===== config.mk =====
export PLATFORM = sky130hd
export DESIGN_NAME = pipeline_hazard_controller_flat
export DESIGN_NICKNAME = d
export VERILOG_FILES = /design/src/rtl/pipeline_hazard_controller_pkg.sv /design/src/rtl/pipeline_hazard_controller_if.sv /design/src/rtl/pipeline_hazard_controller_forwarding_unit.sv /design/src/rtl/pipeline_hazard_controller.sv /design/src/flat_wrapper.sv
export SDC_FILE = /design/constraint.sdc
export NUM_CORES = 1
export LEC_CHECK = 0
export BUFFER_PORTS_ARGS = -buffer_cell sky130_fd_sc_hd__buf_4
export CAP_MARGIN = 15
export CORE_MARGIN = 8
export CORE_UTILIZATION = 35
export DETAILED_ROUTE_END_ITERATION = 12
export GPL_ROUTABILITY_DRIVEN = 0
export GPL_TIMING_DRIVEN = 0
export SYNTH_ARGS = -nofsm -noshare
export SYNTH_HDL_FRONTEND = slang
export SYNTH_SLANG_ARGS = --single-unit

===== constraint.sdc =====
create_clock -name clk -period 5.11 [get_ports clk]
set_clock_uncertainty 0.1 [all_clocks]
set_input_delay 1.022 -clock clk [delete_from_list [all_inputs] [get_ports clk]]
set_output_delay 1.022 -clock clk [all_outputs]
set_load 0.02 [all_outputs]

===== src/rtl/pipeline_hazard_controller_pkg.sv =====
// pipeline_hazard_controller_pkg: shared state encoding, forward selects and the forward-select helper.
package pipeline_hazard_controller_pkg;
  typedef enum logic [1:0] {RUN = 2'd0, STALL = 2'd1, FLUSH = 2'd2} state_e;
  localparam logic [1:0] FWD_REG = 2'b00;
  localparam logic [1:0] FWD_WB  = 2'b01;
  localparam logic [1:0] FWD_MEM = 2'b10;
  function automatic logic [1:0] fwd_sel(input logic mem_we, input logic [4:0] mem_wr,
                                         input logic wb_we, input logic [4:0] wb_wr,
                                         input logic [4:0] src);
    return (mem_we && mem_wr != 5'd0 && mem_wr == src) ? FWD_MEM :
           (wb_we && wb_wr != 5'd0 && wb_wr == src) ? FWD_WB : FWD_REG;
  endfunction
endpackage


===== src/rtl/pipeline_hazard_controller_if.sv =====
// pipeline_hazard_controller_if: pipeline-side hazard inputs and controller-side enables/flushes/forwards.
interface pipeline_hazard_controller_if #(parameter int CNT_W = 16);
  logic [4:0] id_rs, id_rt, ex_rs, ex_rt, ex_write_reg, mem_write_reg, wb_write_reg;
  logic id_uses_rt, ex_mem_read, ex_reg_write, mem_reg_write, wb_reg_write, mem_redirect;
  logic pc_enable, if_id_enable, if_id_flush, id_ex_flush, ex_mem_flush, pc_redirect;
  logic [1:0] forward_a, forward_b;
  logic [CNT_W-1:0] stall_count, flush_count;
  modport master (
    output id_rs, id_rt, id_uses_rt, ex_rs, ex_rt, ex_mem_read, ex_reg_write, ex_write_reg,
           mem_reg_write, mem_write_reg, wb_reg_write, wb_write_reg, mem_redirect,
    input  pc_enable, if_id_enable, if_id_flush, id_ex_flush, ex_mem_flush, pc_redirect,
           forward_a, forward_b, stall_count, flush_count
  );
  modport slave (
    input  id_rs, id_rt, id_uses_rt, ex_rs, ex_rt, ex_mem_read, ex_reg_write, ex_write_reg,
           mem_reg_write, mem_write_reg, wb_reg_write, wb_write_reg, mem_redirect,
    output pc_enable, if_id_enable, if_id_flush, id_ex_flush, ex_mem_flush, pc_redirect,
           forward_a, forward_b, stall_count, flush_count
  );
endinterface


===== src/rtl/pipeline_hazard_controller_forwarding_unit.sv =====
// forwarding_unit: ALU operand source selection; MEM result beats WB result, $0 never forwarded.
module forwarding_unit
  import pipeline_hazard_controller_pkg::*;
(
  input  logic       mem_reg_write_i,
  input  logic [4:0] mem_write_reg_i,
  input  logic       wb_reg_write_i,
  input  logic [4:0] wb_write_reg_i,
  input  logic [4:0] ex_rs_i,
  input  logic [4:0] ex_rt_i,
  output logic [1:0] forward_a_o,
  output logic [1:0] forward_b_o
);
  assign forward_a_o = fwd_sel(mem_reg_write_i, mem_write_reg_i, wb_reg_write_i, wb_write_reg_i, ex_rs_i);
  assign forward_b_o = fwd_sel(mem_reg_write_i, mem_write_reg_i, wb_reg_write_i, wb_write_reg_i, ex_rt_i);
endmodule


===== src/rtl/pipeline_hazard_controller.sv =====
// pipeline_hazard_controller: load-use stall / MEM-redirect squash sequencer with forwarding and event counters.
module pipeline_hazard_controller
  import pipeline_hazard_controller_pkg::*;
#(
  parameter int CNT_W = 16
) (
  input logic clk,
  input logic reset,
  pipeline_hazard_controller_if.slave bus
);
  state_e state_q, state_d;
  logic [CNT_W-1:0] stall_q, stall_d, flush_q, flush_d;
  logic load_use, redirect, stall, redirect_g, stall_g;
  logic [1:0] fa, fb;
  assign load_use = bus.ex_mem_read && bus.ex_reg_write && bus.ex_write_reg != 5'd0 &&
                    (bus.ex_write_reg == bus.id_rs || (bus.id_uses_rt && bus.ex_write_reg == bus.id_rt));
  // The cycle after a redirect, younger stages already hold bubbles, so both events are ignored.
  assign redirect = bus.mem_redirect && state_q != FLUSH;
  assign stall    = load_use && state_q == RUN && !redirect;
  always_comb begin
    state_d = redirect ? FLUSH : stall ? STALL : RUN;
    stall_d = (stall && stall_q != '1) ? stall_q + CNT_W'(1) : stall_q;
    flush_d = (redirect && flush_q != '1) ? flush_q + CNT_W'(1) : flush_q;
  end
  always_ff @(posedge clk or negedge reset) begin
    if (!reset) begin
      state_q <= RUN;
      stall_q <= '0;
      flush_q <= '0;
    end else begin
      state_q <= state_d;
      stall_q <= stall_d;
      flush_q <= flush_d;
    end
  end
  forwarding_unit u_fwd (
    .mem_reg_write_i (bus.mem_reg_write),
    .mem_write_reg_i (bus.mem_write_reg),
    .wb_reg_write_i  (bus.wb_reg_write),
    .wb_write_reg_i  (bus.wb_write_reg),
    .ex_rs_i         (bus.ex_rs),
    .ex_rt_i         (bus.ex_rt),
    .forward_a_o     (fa),
    .forward_b_o     (fb)
  );
  // While reset is held the pipeline sees a free-running, unforwarded configuration.
  assign redirect_g      = redirect && reset;
  assign stall_g         = stall && reset;
  assign bus.pc_enable    = !stall_g;
  assign bus.if_id_enable = !stall_g;
  assign bus.if_id_flush  = redirect_g;
  assign bus.id_ex_flush  = redirect_g || stall_g;
  assign bus.ex_mem_flush = redirect_g;
  assign bus.pc_redirect  = redirect_g;
  assign bus.forward_a    = reset ? fa : FWD_REG;
  assign bus.forward_b    = reset ? fb : FWD_REG;
  assign bus.stall_count  = stall_q;
  assign bus.flush_count  = flush_q;
endmodule

===== src/flat_wrapper.sv =====
// flat-port wrapper written by rule: the top's interface ports become plain ports
module pipeline_hazard_controller_flat import pipeline_hazard_controller_pkg::*;
#(
  parameter int CNT_W = 16
)
  (clk, reset, bus_id_rs, bus_id_rt, bus_id_uses_rt, bus_ex_rs, bus_ex_rt, bus_ex_mem_read, bus_ex_reg_write, bus_ex_write_reg, bus_mem_reg_write, bus_mem_write_reg, bus_wb_reg_write, bus_wb_write_reg, bus_mem_redirect, bus_pc_enable, bus_if_id_enable, bus_if_id_flush, bus_id_ex_flush, bus_ex_mem_flush, bus_pc_redirect, bus_forward_a, bus_forward_b, bus_stall_count, bus_flush_count);
  pipeline_hazard_controller_if #(.CNT_W(CNT_W)) bus_i ();
  input logic clk;
  input logic reset;
  input wire logic [$bits(bus_i.id_rs)-1:0] bus_id_rs;
  input wire logic [$bits(bus_i.id_rt)-1:0] bus_id_rt;
  input wire logic [$bits(bus_i.id_uses_rt)-1:0] bus_id_uses_rt;
  input wire logic [$bits(bus_i.ex_rs)-1:0] bus_ex_rs;
  input wire logic [$bits(bus_i.ex_rt)-1:0] bus_ex_rt;
  input wire logic [$bits(bus_i.ex_mem_read)-1:0] bus_ex_mem_read;
  input wire logic [$bits(bus_i.ex_reg_write)-1:0] bus_ex_reg_write;
  input wire logic [$bits(bus_i.ex_write_reg)-1:0] bus_ex_write_reg;
  input wire logic [$bits(bus_i.mem_reg_write)-1:0] bus_mem_reg_write;
  input wire logic [$bits(bus_i.mem_write_reg)-1:0] bus_mem_write_reg;
  input wire logic [$bits(bus_i.wb_reg_write)-1:0] bus_wb_reg_write;
  input wire logic [$bits(bus_i.wb_write_reg)-1:0] bus_wb_write_reg;
  input wire logic [$bits(bus_i.mem_redirect)-1:0] bus_mem_redirect;
  output wire logic [$bits(bus_i.pc_enable)-1:0] bus_pc_enable;
  output wire logic [$bits(bus_i.if_id_enable)-1:0] bus_if_id_enable;
  output wire logic [$bits(bus_i.if_id_flush)-1:0] bus_if_id_flush;
  output wire logic [$bits(bus_i.id_ex_flush)-1:0] bus_id_ex_flush;
  output wire logic [$bits(bus_i.ex_mem_flush)-1:0] bus_ex_mem_flush;
  output wire logic [$bits(bus_i.pc_redirect)-1:0] bus_pc_redirect;
  output wire logic [$bits(bus_i.forward_a)-1:0] bus_forward_a;
  output wire logic [$bits(bus_i.forward_b)-1:0] bus_forward_b;
  output wire logic [$bits(bus_i.stall_count)-1:0] bus_stall_count;
  output wire logic [$bits(bus_i.flush_count)-1:0] bus_flush_count;
  assign bus_i.id_rs = bus_id_rs;
  assign bus_i.id_rt = bus_id_rt;
  assign bus_i.id_uses_rt = bus_id_uses_rt;
  assign bus_i.ex_rs = bus_ex_rs;
  assign bus_i.ex_rt = bus_ex_rt;
  assign bus_i.ex_mem_read = bus_ex_mem_read;
  assign bus_i.ex_reg_write = bus_ex_reg_write;
  assign bus_i.ex_write_reg = bus_ex_write_reg;
  assign bus_i.mem_reg_write = bus_mem_reg_write;
  assign bus_i.mem_write_reg = bus_mem_write_reg;
  assign bus_i.wb_reg_write = bus_wb_reg_write;
  assign bus_i.wb_write_reg = bus_wb_write_reg;
  assign bus_i.mem_redirect = bus_mem_redirect;
  assign bus_pc_enable = bus_i.pc_enable;
  assign bus_if_id_enable = bus_i.if_id_enable;
  assign bus_if_id_flush = bus_i.if_id_flush;
  assign bus_id_ex_flush = bus_i.id_ex_flush;
  assign bus_ex_mem_flush = bus_i.ex_mem_flush;
  assign bus_pc_redirect = bus_i.pc_redirect;
  assign bus_forward_a = bus_i.forward_a;
  assign bus_forward_b = bus_i.forward_b;
  assign bus_stall_count = bus_i.stall_count;
  assign bus_flush_count = bus_i.flush_count;
  pipeline_hazard_controller #(.CNT_W(CNT_W)) u_core (.clk(clk), .reset(reset), .bus(bus_i));
endmodule

==> impl_metrics.csv <==
group,metric,value,unit
synthesis,synth-edff-count,0,
detailed_routing,drt-initial-drc-count,55,
global_routing,gr-total-overflow,0,
worst_setup_path,worst_r2r_endpoint,"u_core.bus.stall_count[7]$_DFFE_PN0P_",
min_path,hold_path_class,"reg -> reg",
cts,cts_tree,"yes",
sta,timing.fmax,260,MHz
cts,cts_root_buf,"clkbuf_8",
cts,post_cts_resized,0,
synthesis,yosys_warnings,0,
worst_setup_path,end_kind,"output pin",
sta,post-route-period-util,0.754,
detailed_routing,dr_total_vias,1844,
worst_setup_path,regToRegStartpoint,"u_core.bus.stall_count[0]$_DFFE_PN0P_",
placement,post-place-ws,1.21,ns
floorplanning,ios,85,
power,pwr_density_cell,262,nW/µm²
global_routing,first_global_vias,1908,
finish,drive_gt1_frac,0.371,
synthesis,ys.flop_type,"dfrtp_1",
worst_setup_path,r2r_cells,7,
worst_setup_path,worstPathArrival,2.73,ns
sta,hold_viol_final,0,
cts,clk_latency,0.29,ns
sta,tightest_slew,0.498,ns
synthesis,ys_seq_elements,34,
floorplanning,initial_core_util,0.361,
floorplanning,dieArea,8870,µm²
status,status,"finished clean",
cts,hold_buffers,0,
sta,fin_crit,3.85,ns
detailed_routing,dr.pass1.iters,6,
global_routing,grt_max_degree,41,
min_path,min_path_cells,1,
power,total_power,775,µW
worst_setup_path,worstPathRequired,3.99,ns
global_routing,grt_first_pass_wirelength,9.50,mm
detailed_routing,drt-wirelength-per-cell,15.7,µm
detailed_routing,drt-total-wl,5.87,mm
cts,numCtsBuffers,5,
min_path,worstHoldStart,"u_core.bus.stall_count[10]$_DFFE_PN0P_",
sta,timing.final.ws_setup,1.26,ns
synthesis,async_flop_share,1.00,
finish,antenna_cells,0,
floorplanning,die_y,94.2,µm
detailed_routing,drc,0,
detailed_routing,drt-vias-per-instance,4.93,
sta,setup_viol,0,
synthesis,post_synth.cell_area_avg,10.3,µm²
synthesis,synth_cells,207,
global_routing,grt_use_total,0.133,
cts,clkSinkCount,34,
global_routing,grt_antenna_before_repair,0,
worst_setup_path,path_max_fanout,10,
synthesis,ys_seq_area_frac,0.398,
placement,post-dp-hpwl,4.59,mm
worst_setup_path,start_kind,"input pin",
finish,nets,343,
synthesis,ys_types,33,
flow_run,cap_violations,0,
cts,cts_buffer_depth,2,
cts,post_cts_buffers,0,
power,p_leak,1.43,nW
synthesis,synth_fp_nets,252,
finish,syn2layout_area_growth,38.3,%
detailed_routing,antenna_left,0,
cts,path_clk_slew,0.07,ns
placement,portBuffers,84,
floorplanning,fp.dieW,94.2,µm
sta,relSlewSlack,0.668,
min_path,hold_end,"u_core.bus.stall_count[10]$_DFFE_PN0P_",
sta,slew_violations,0,
floorplanning,num_rows,28,
power,ir_worst_vdd,0.000239,V
worst_setup_path,r2r_slack,3.00,ns
cts,h-tree-depth,2,
synthesis,synth_area,2140,µm²
sta,rsz0062_at_grt,"no",
worst_setup_path,critical_path_class,"in -> out",
floorplanning,core,5920,µm²
sta,tns,0,ns
Yosys cell counts (2+ instances only):
| master | instances | area (µm²) |
|---|---|---|
| xor2_1 | 44 | 385 |
| dfrtp_1 | 34 | 851 |
| xnor2_1 | 16 | 140 |
| nor2_1 | 14 | 52.6 |
| nand3_1 | 13 | 65.1 |
| nand2_1 | 9 | 33.8 |
| nor4_2 | 9 | 113 |
| nand4_1 | 8 | 50.1 |
| nor4_1 | 6 | 37.5 |
| and3_1 | 5 | 31.3 |
| nor3_1 | 5 | 25.0 |
| nor4b_1 | 5 | 43.8 |
| or4_1 | 5 | 37.5 |
| buf_4 | 4 | 30.0 |
| inv_1 | 4 | 15.0 |
| and2_1 | 3 | 18.8 |
| o2111ai_1 | 3 | 26.3 |
| and4_1 | 2 | 17.5 |
| ha_1 | 2 | 25.0 |
| nor2b_1 | 2 | 12.5 |
| o21ai_0 | 2 | 10.0 |
logic make-up (layout without fill, tap and decap cells):
logic type | Yosys count | after routing | share of synthesized area
DFF | 34 | 34 | 0.398
buffers and inverters | 11 | 103 | 0.0304
AOI/OAI and AO/OA | 10 | 10 | 0.0456
and+or+nand+nor | 88 | 88 | 0.258
muxes | 2 | 2 | 0.0105
xor gates and xnor gates | 60 | 60 | 0.246
adders and majority gates | 2 | 2 | 0.0117
critical path, cell delays in order:
cell and delay [ns]:
buf_4 0.13, or4_1 0.56, o21ai_2 0.31, buf_4 0.28, nor2_1 0.10, nand2_1 0.09
buf_4 0.11, buf_4 0.12
flip-flops by register name (all words and copies together) (netlist names):
name and count:
u_core.state_q 2, u_core.bus.stall_count 16, u_core.bus.flush_count 16
stage by stage:
step           hold WS (ns)  cells  area, µm²  utilization
3_5_place_dp          0.385    366       2860        0.484
3_3_place_gp          0.375    366       2860        0.484
2_1_floorplan         0.489    207       2140            -
6_report              0.389    374       2960        0.500
5_1_grt               0.413    374       2960        0.500
4_1_cts               0.397    374       2960        0.500
area by class of cell:
type	instances	area, µm²
Buffer	7	50.0
Clock buffer	6	82.6
Clock inverter	2	12.5
Fill cell	588	2960
Inverter	4	15.0
Multi-Input combinational cell	162	1220
Sequential cell	34	851
Tap cell	75	93.8
Timing Repair Buffer	84	631
where the power goes:
part / internal [mW] / leakage [nW] / switching (mW)
sequential: 0.301 / 0.449 / 0.0414
combinational: 0.106 / 0.930 / 0.116
clock: 0.108 / 0.0472 / 0.104
total: 0.515 / 1.43 / 0.261
worst max-delay path by stage:
stage                                     from               end  slack (ns)
after floorplan           bus_mem_write_reg[0]  bus_forward_a[0]        1.45
after global placement     bus_ex_write_reg[4]     bus_pc_enable        1.23
after detailed placement   bus_ex_write_reg[4]     bus_pc_enable        1.21
after CTS                  bus_ex_write_reg[4]     bus_pc_enable        1.20
after global routing       bus_ex_write_reg[4]     bus_pc_enable        1.16
final                      bus_ex_write_reg[0]     bus_pc_enable        1.26
cell usage in the layout, fill, tap and decap left out, types with 3 or more instances in the layout:
cell type	netlist	final
buf_4	4	88
xor2_1	44	44
dfrtp_1	34	34
xnor2_1	16	16
nor2_1	14	14
nand3_1	13	13
nor4_2	9	9
nand2_1	9	9
nand4_1	8	8
nor4_1	6	6
clkbuf_8	0	6
nor3_1	5	5
or4_1	5	5
and3_1	5	5
nor4b_1	5	5
inv_1	4	4
and2_1	3	3
o2111ai_1	3	3
metal layers:
layer	GRT usage	wire length [µm]	up-vias	part of all wire
met5	0	0	-	0
met4	0.0476	80	0	0.014
met3	0.0360	421	7	0.072
met2	0.226	2770	65	0.47
met1	0.154	2600	857	0.44
li1	-	-	915	-
No activity file was read; power rests on OpenSTA's default activity.
